File: src/rtl/cpu_pkg.sv
// rtl/cpu_pkg.sv - shared constants and the counter FSM state encoding
package cpu_pkg;

    // Default width of the cycle count, snapshot value and compare target.
    localparam int CYC_BUS_WIDTH = 32;

    typedef enum logic [1:0] {
        ST_IDLE = 2'd0,
        ST_RUN  = 2'd1,
        ST_HOLD = 2'd2
    } cyc_state_t;

endpackage

File: src/rtl/cycle_snap_hs.sv
// rtl/cycle_snap_hs.sv - four-phase snapshot responder capturing the live count
//
// Ports:
//   CLK       system clock, rising edge active
//   RESET_N   asynchronous active-low reset
//   count     live count to capture
//   snap_req  four-phase request
//   snap_ack  four-phase acknowledge (registered)
//   snap_val  captured count, stable while snap_ack is high
module cycle_snap_hs #(
    parameter int BUS_WIDTH = 32
) (
    input  logic                 CLK,
    input  logic                 RESET_N,
    input  logic [BUS_WIDTH-1:0] count,
    input  logic                 snap_req,
    output logic                 snap_ack,
    output logic [BUS_WIDTH-1:0] snap_val
);

    always_ff @(posedge CLK or negedge RESET_N) begin
        if (!RESET_N) begin
            snap_ack <= 1'b0;
            snap_val <= '0;
        end else begin
            // A new capture is only taken once the previous handshake has
            // fully returned to zero (ack low), so snap_val never changes
            // while the requester may be reading it.
            if (snap_req && !snap_ack) begin
                snap_val <= count;
                snap_ack <= 1'b1;
            end else if (!snap_req && snap_ack) begin
                snap_ack <= 1'b0;
            end
        end
    end

endmodule

File: src/rtl/cycle_counter_unit.sv
// rtl/cycle_counter_unit.sv - IDLE/RUN/HOLD cycle counter with wrap flag, snapshot and optional compare
//
// Optional feature: define CYCLE_CMP_EN to build the compare-match logic.
//
// Ports:
//   CLK        system clock, rising edge active
//   RESET_N    asynchronous active-low reset
//   start      pulse: enter or resume counting
//   halt       pulse: freeze the count
//   clear      pulse: zero the count and wrap flag, return to IDLE
//   snap_req   four-phase snapshot request
//   snap_ack   four-phase snapshot acknowledge
//   snap_val   captured count
//   CLK_cycle  live registered cycle count
//   running    high while the state is RUN
//   wrap       sticky overflow flag
//   cmp_val    compare target (ignored without CYCLE_CMP_EN)
//   cmp_hit    one-cycle compare-match pulse (0 without CYCLE_CMP_EN)
module cycle_counter_unit
    import cpu_pkg::*;
#(
    parameter int BUS_WIDTH = CYC_BUS_WIDTH
) (
    input  logic                 CLK,
    input  logic                 RESET_N,
    input  logic                 start,
    input  logic                 halt,
    input  logic                 clear,
    input  logic                 snap_req,
    output logic                 snap_ack,
    output logic [BUS_WIDTH-1:0] snap_val,
    output logic [BUS_WIDTH-1:0] CLK_cycle,
    output logic                 running,
    output logic                 wrap,
    input  logic [BUS_WIDTH-1:0] cmp_val,
    output logic                 cmp_hit
);

    localparam logic [BUS_WIDTH-1:0] ONE = {{(BUS_WIDTH-1){1'b0}}, 1'b1};

    cyc_state_t state;
    logic       do_inc;

    // Counting happens on edges where the registered state is RUN and no
    // higher-priority control is sampled; start in RUN does not block it.
    assign do_inc = (state == ST_RUN) && !clear && !halt;

    always_ff @(posedge CLK or negedge RESET_N) begin
        if (!RESET_N) begin
            state     <= ST_IDLE;
            CLK_cycle <= '0;
            wrap      <= 1'b0;
            running   <= 1'b0;
        end else if (clear) begin
            state     <= ST_IDLE;
            CLK_cycle <= '0;
            wrap      <= 1'b0;
            running   <= 1'b0;
        end else if (halt) begin
            // halt outranks start; outside RUN it is a no-op.
            if (state == ST_RUN) begin
                state   <= ST_HOLD;
                running <= 1'b0;
            end
        end else begin
            if (start && state != ST_RUN) begin
                state   <= ST_RUN;
                running <= 1'b1;
            end
            if (do_inc) begin
                CLK_cycle <= CLK_cycle + ONE;
                if (&CLK_cycle) begin
                    wrap <= 1'b1;
                end
            end
        end
    end

`ifdef CYCLE_CMP_EN
    // inc_d marks that the previous edge was an increment, so equality
    // produced by clear or reset never raises cmp_hit.
    logic inc_d;

    always_ff @(posedge CLK or negedge RESET_N) begin
        if (!RESET_N) begin
            inc_d   <= 1'b0;
            cmp_hit <= 1'b0;
        end else begin
            inc_d   <= do_inc;
            cmp_hit <= inc_d && (CLK_cycle == cmp_val);
        end
    end
`else
    logic unused_cmp_val;

    assign unused_cmp_val = ^cmp_val;
    assign cmp_hit        = 1'b0;
`endif

    cycle_snap_hs #(
        .BUS_WIDTH (BUS_WIDTH)
    ) u_snap (
        .CLK      (CLK),
        .RESET_N  (RESET_N),
        .count    (CLK_cycle),
        .snap_req (snap_req),
        .snap_ack (snap_ack),
        .snap_val (snap_val)
    );

endmodule
File: config.mk
export PLATFORM = sky130hd
export DESIGN_NAME = cycle_counter_unit
export DESIGN_NICKNAME = d
export VERILOG_FILES = /design/src/rtl/cpu_pkg.sv /design/src/rtl/cycle_snap_hs.sv /design/src/rtl/cycle_counter_unit.sv
export SDC_FILE = /design/constraint.sdc
export NUM_CORES = 1
export LEC_CHECK = 0
export BUFFER_PORTS_ARGS = -buffer_cell sky130_fd_sc_hd__clkbuf_2
export CORE_MARGIN = 2
export CORE_UTILIZATION = 35
export DETAILED_ROUTE_END_ITERATION = 16
export GPL_ROUTABILITY_DRIVEN = 0
export GPL_TIMING_DRIVEN = 0
export MAX_ROUTING_LAYER = met4
export PLACE_DENSITY_LB_ADDON = 0.2
export SLEW_MARGIN = 20
export SYNTH_ARGS = -nofsm -noshare
export SYNTH_HDL_FRONTEND = slang
export SYNTH_SLANG_ARGS = --single-unit
export TNS_END_PERCENT = 100
File: constraint.sdc
create_clock -name CLK -period 2.2 [get_ports CLK]
set_clock_uncertainty 0.05 [all_clocks]
set_input_delay 0.22 -clock CLK [delete_from_list [all_inputs] [get_ports CLK]]
set_output_delay 0.22 -clock CLK [all_outputs]
set_load 0.05 [all_outputs]
==> metrics.txt, run 1 <==
placed cells 458; hold_ws 85.4 ps; port buffer count 72; WHS Path Cells 3; post-synthesis compound-gate area fraction 7.33%; core footprint 8720 um^2; Antenna Cells 0; Iteration-0 DRC Markers 105; total power 2.48 mW; slew margin rel. 56.3%; Synth Instances 277; layout overhead on the synthesized area 27.8%; fin area 4010 um^2; achievable frequency 462 MHz; GRT Util Overall 16.8%; CP required 2420 ps; Reg2Reg Depth 5; Lkg Pwr 1.85 nW; final hold vios 0; average cell area after synthesis 11.3 um^2; setup ws final 33.7 ps; first-pass GRT wire length 12800 um; crit path DAT 2380 ps; CP bufs+invs 1; Worst path max stage delay 560 ps; critical path's top delay family simple AND/OR/NAND/NOR gates; CTS max path bufs 2; Seq/Total Area, Yosys 54.2%; post-synthesis simple-gate area fraction 18.8%; Starting Density 36.0%; RSZ-0062 raised after global routing yes; r2r startpoint state[0]; vias in the first global route 2436; CTS tree done; remaining routing DRC violations 0; final setup vio count 0; IO Pins 106; overall die area 9750 um^2; maxcap violations 0; hpwl dp 5280 um; Setup Crit Path Kind reg2reg; Initial DRT Pass Iterations 4; post-synthesis adder-cell area fraction 0.796%; final net count 407; Critical Path Source Type flip-flop; H-tree depth 3; #FFs+latches synth 68; Worst Setup End Kind flip-flop; Worst Hold Class in2reg; WHS Endpoint state[0]; worst-skew pair later-pin latency 340 ps; pre-CTS WS -229 ps; mux cell area share after synthesis 12.9%; CTS Root Cell clkbuf_8; Pwr Density 617 nW/um^2; post-synthesis net count 317; Max VDD drop 0.389 mV; Rows 34; R2R Setup Slk 30 ps; share of cells above drive strength 1 43.5%; DRT antenna net count 0; count of cell types in the netlist 35; drt total wl 7520 um; WL/cell 15.7 um; R2R Path End CLK_cycle[19]; post-synthesis xor/xnor area fraction 3.07%; worst hold path startpoint start; Slew Viols, Final 0; mapped cell area 3140 um^2; width of the die 98.7 um; worst slew pin tran 656 ps; slowest cell on the critical path or4_1; largest family of logic cells by synthesized area simple AND/OR/NAND/NOR gates; clock slew at reported path FFs 70 ps; Tmin final 2170 ps; initial antenna violation count 0; Congestion Overflow GR 0; height of the die 98.7 um; non-filler cells, final 480; final worst path period share 98.5%; Crit Path Max Fanout 7; crit-path cells or3b_1 -> buf_6 -> or3_4 -> or4_1 -> a21oi_2; outcome completed; Via Count 2551; pin count of the biggest net entering global routing 40; Num Clock Sinks 68; number of synthesis warnings 0; cts bufs inserted 9; Placed Area 3690 um^2; via/cell ratio 5.31
## how the worst max path moves through the flow
stage | end | depth (start not counted) | startpoint | slack, ps
2_1_floorplan | CLK_cycle[29] | 5 | state[0] | -40
3_3_place_gp | wrap | 4 | state[1] | -230
3_5_place_dp | wrap | 4 | state[1] | -230
4_1_cts | CLK_cycle[25] | 6 | state[1] | 30
5_1_grt | CLK_cycle[14] | 6 | state[1] | -40
6_report | CLK_cycle[19] | 5 | state[0] | 30
## cell usage in the layout, fill, tap and decap left out, types with 8 or more instances in the layout
cell and instances:
a21oi_1 18, clkbuf_1 9, clkbuf_2 71, clkbuf_8 11, dfrtp_1 54, dfrtp_2 14, mux2_2 33, nand2_1 19
nand4_1 12, nor2_1 16, o31ai_1 11, or3_1 8, or4_1 14
## tightest hold or removal path, cell delays in order
cell      delay, ps
clkbuf_2         80
nand2_1          70
a21oi_1          70
## flip-flops by register name, indices dropped and copies added (netlist names)
signal and cells:
wrap 1, u_snap.snap_ack 1, state 2, u_snap.snap_val 32, CLK_cycle 32
## report_power, final
part           internal (mW)  switching, mW  total, mW  leakage, nW
sequential              1.26         0.0109       1.27        0.924
combinational         0.0979          0.185      0.283        0.839
clock                  0.469          0.450      0.919       0.0905
## metal layers
metal  GRT usage, %  share of wire, %
met1           23.4                48
met2           24.3                46
met3           3.97               4.7
met4           5.48               1.1
met5              -                 0
## Yosys cell counts
library cell	number	area, um^2
buf_4	1	7.51
nor3b_1	1	7.51
buf_6	2	22.5
buf_1	2	7.51
or3_4	2	22.5
mux2_2	33	372
nand3_1	6	30.0
inv_1	4	15.0
a21oi_1	20	100
o31ai_1	11	82.6
o21ai_0	1	5.00
nand3_2	2	20.0
and3_1	1	6.26
or3_1	8	50.1
or4_1	15	113
nand2_1	19	71.3
nor4_1	6	37.5
nor2b_1	2	12.5
nor2_1	16	60.1
nand4_1	12	75.1
buf_2	1	5.00
mux2_1	3	33.8
or2_2	3	18.8
xor2_1	5	43.8
dfrtp_1	68	1700
clkbuf_1	8	30.0
nor3_1	2	10.0
ha_1	2	25.0
conb_1	1	3.75
o21ai_1	7	35.0
or4_4	2	22.5
or3b_1	1	8.76
a22oi_1	1	7.51
and4_1	3	26.3
xnor2_1	6	52.6
## stage by stage
stage / utilization (%) / TNS (ps)
6_report: 46.0 / 0
5_1_grt: 46.0 / -160
4_1_cts: 44.9 / 0
3_5_place_dp: 42.4 / -980
3_3_place_gp: 42.1 / -959
2_1_floorplan: - / -107
## cells by family after synthesis
| kind of cell | after synthesis |
|---|---|
| muxes | 36 |
| DFF | 68 |
| and+or+nand+nor | 101 |
| adders and majority gates | 2 |
| other | 1 |
| xor gates and xnor gates | 11 |
| AOI/OAI and AO/OA | 40 |
| buffers and inverters | 18 |
## timing repair
item,in CTS,in global routing
gates cloned,0,1
hold buffers,1,0
setup endpoints to repair,12,14
pin swaps,1,7
setup buffers,2,4
endpoints found under the hold margin,29,0
resized for setup,5,8
## layout make-up
class                   instances  area [um^2]
plain buffers                  12         68.8
clock buffers                  14          163
repair buffers                 81          463
inverters                       4         15.0
clock inverters                 2         10.0
well taps                     108          135
multi-input cells             191         1440
fillers                       824         4710
flip-flops and latches         68         1720
(Power assumes the default switching activity.)
==> run 2: changes to the inputs <==
--- a/config.mk
+++ b/config.mk
@@ -12,7 +12,6 @@
 export GPL_ROUTABILITY_DRIVEN = 0
 export GPL_TIMING_DRIVEN = 0
 export MAX_ROUTING_LAYER = met4
-export PLACE_DENSITY_LB_ADDON = 0.2
 export SLEW_MARGIN = 20
 export SYNTH_ARGS = -nofsm -noshare
 export SYNTH_HDL_FRONTEND = slang
==> run 2 against run 1 <==
Compared with the run above: hold slack worse by 13 ps; combinational power hardly changed; wire length up 0.15%; design area grew 1.5%; die area did not move; first-iteration DRC count rose by 17%; non-clock buffer count increased by 5.
==> metrics.txt, run 2 (synthesis results as in run 1) <==
layout overhead on the synthesized area 29.7%; Slew Viols, Final 0 (unchanged); hold_ws 72.0 ps (-13.4 ps); CTS Root Cell clkbuf_8; CTS max path bufs 2 (unchanged); slew margin rel. 57.7% (+1.4 points); final hold vios 0 (unchanged); Congestion Overflow GR 0 (unchanged); WHS Endpoint state[0]; WL/cell 15.5 um (-0.89%); final worst path period share 97.9% (-0.59 points); vias in the first global route 2380 (-2.3%); achievable frequency 464 MHz (+0.60%); Lkg Pwr 1.87 nW (+1.1%); Reg2Reg Depth 6 (+1); Iteration-0 DRC Markers 123 (+17%); clock slew at reported path FFs 80 ps (about the same); Worst Setup End Kind flip-flop; Critical Path Most Common Cell buf_6; worst-skew pair later-pin latency 340 ps (about the same); maxcap violations 0 (unchanged); outcome completed; DR top layer met4; r2r startpoint state[1]; total power 2.71 mW (+9.3%); final setup vio count 0 (unchanged); R2R Setup Slk 50 ps (about the same); via/cell ratio 5.31 (-0.18%); final net count 412 (+1.2%); pre-CTS WS -184 ps (+45.3 ps); Max VDD drop 0.356 mV (-8.5%); WHS Path Cells 3 (unchanged); placed cells 458 (unchanged); Starting Density 36.0% (unchanged); Setup Crit Path Kind reg2reg; most frequent cells in the layout 71 x clkbuf_2, 54 x dfrtp_1, 33 x mux2_2, 19 x nand2_1, 19 x a21oi_1; slowest cell on the critical path or3_4; H-tree depth 3 (unchanged); register area 1720 um^2 (unchanged); area of the multi-input gates 1420 um^2 (-1.2%); biggest regs CLK_cycle: 32 flops, u_snap.snap_val: 32 flops, state: 2 flops; Num Clock Sinks 68 (unchanged); Worst path max stage delay 400 ps (-160 ps); overall die area 9750 um^2 (unchanged); fill count 862 (+4.6%); remaining routing DRC violations 0 (unchanged); first-pass GRT wire length 12400 um (-3.0%); IO Pins 106 (unchanged); most common cell after layout, fill and taps aside clkbuf_2; CP required 2380 ps (-40 ps); R2R Path End CLK_cycle[25]; DRT antenna net count 0 (unchanged); setup ws final 46.5 ps (+12.9 ps); Antenna Cells 0 (unchanged); worst hold path startpoint start; Pwr Density 664 nW/um^2 (+7.7%); worst slew pin tran 635 ps (-20.4 ps); Rows 34 (unchanged); share of cells above drive strength 1 44.8% (+1.3 points); height of the die 98.7 um (unchanged); Via Count 2573 (+0.86%); initial antenna violation count 0 (unchanged); hpwl dp 5330 um (+1.1%); Initial DRT Pass Iterations 4 (unchanged); Critical Path Source Type flip-flop; crit-path cells or3b_1 -> buf_6 -> or3_4 -> buf_6 -> nor3_2 -> mux2_1; cts bufs inserted 9 (unchanged); Crit Path Max Fanout 10 (+3); Worst Hold Class in2reg; met2 WL 3630 um (+4.4%); non-filler cells, final 485 (+1.0%); crit path DAT 2330 ps (-50 ps); CTS tree done; width of the die 98.7 um (unchanged); wire length on met1 3420 um (-5.2%); drt total wl 7530 um (+0.15%); Tmin final 2150 ps (-12.9 ps); pin count of the biggest net entering global routing 45 (+13%); core footprint 8720 um^2 (unchanged); port buffer count 72 (unchanged); routed wl met3 364 um (+4.0%); GRT Util Overall 16.5% (-0.36 points)
-- run 2: changes by cell type in the layout (fill, tap and decap cells not counted), moves of 2 or more --
cell,previous run,this run
bufinv_16,0,2
buf_4,7,13
clkbuf_1,9,6
clkinvlp_4,0,3
-- run 2: how the worst max path moves through the flow --
stage	startpoint	endpoint	slack, ps
floorplan	state[0]	CLK_cycle[29]	-40
global placement	state[1]	wrap	-130
detailed placement	state[1]	wrap	-180
CTS	CLK_cycle[2]	CLK_cycle[29]	-130
global route	state[1]	CLK_cycle[31]	-1
finish	state[1]	CLK_cycle[25]	50
-- run 2: worst max-delay path, delay by kind of cell (launching register included) --
kind	cells	cell delay, ps
buffers and inverters	2	320
and+or+nand+nor	3	960
DFF	1	380
muxes	1	330
-- run 2: where the power goes --
part	total, mW	internal, mW	leakage (nW)	switching, mW
clock network	1.15	0.666	0.105	0.485
logic	0.283	0.0972	0.845	0.186
registers	1.27	1.26	0.924	0.00999
-- run 2: final cells by class --
type,instances,share of cell area (%)
inverter,4,0.368
clock inverter,6,2.15
multi-input combinational,191,34.9
tap,108,3.32
sequential,68,42.2
buffer,12,1.66
clock buffer,10,3.38
timing repair buffer,86,12.0
-- run 2: per-stage QoR --
stage	util [%]	TNS, ps	instance area (um^2)
2_1_floorplan	-	-107	3180
3_3_place_gp	42.1	-547	3670
3_5_place_dp	42.5	-896	3700
4_1_cts	45.3	-259	3950
5_1_grt	46.7	-1.40	4080
6_report	46.7	0	4080
-- run 2: what timing repair did --
item	CTS	global route
pin swaps	0	4
endpoints found under the setup margin	10	9
resized for setup	1	9
hold buffers	1	0
hold endpoints to repair	24	0
buffers inserted	2	10
-- run 2: routing by layer --
layer  GRT usage (%)  up-vias
li1                -     1217
met4            5.06        0
met5               -        -
met3            3.90       14
met1            22.5     1276
met2            24.5       66
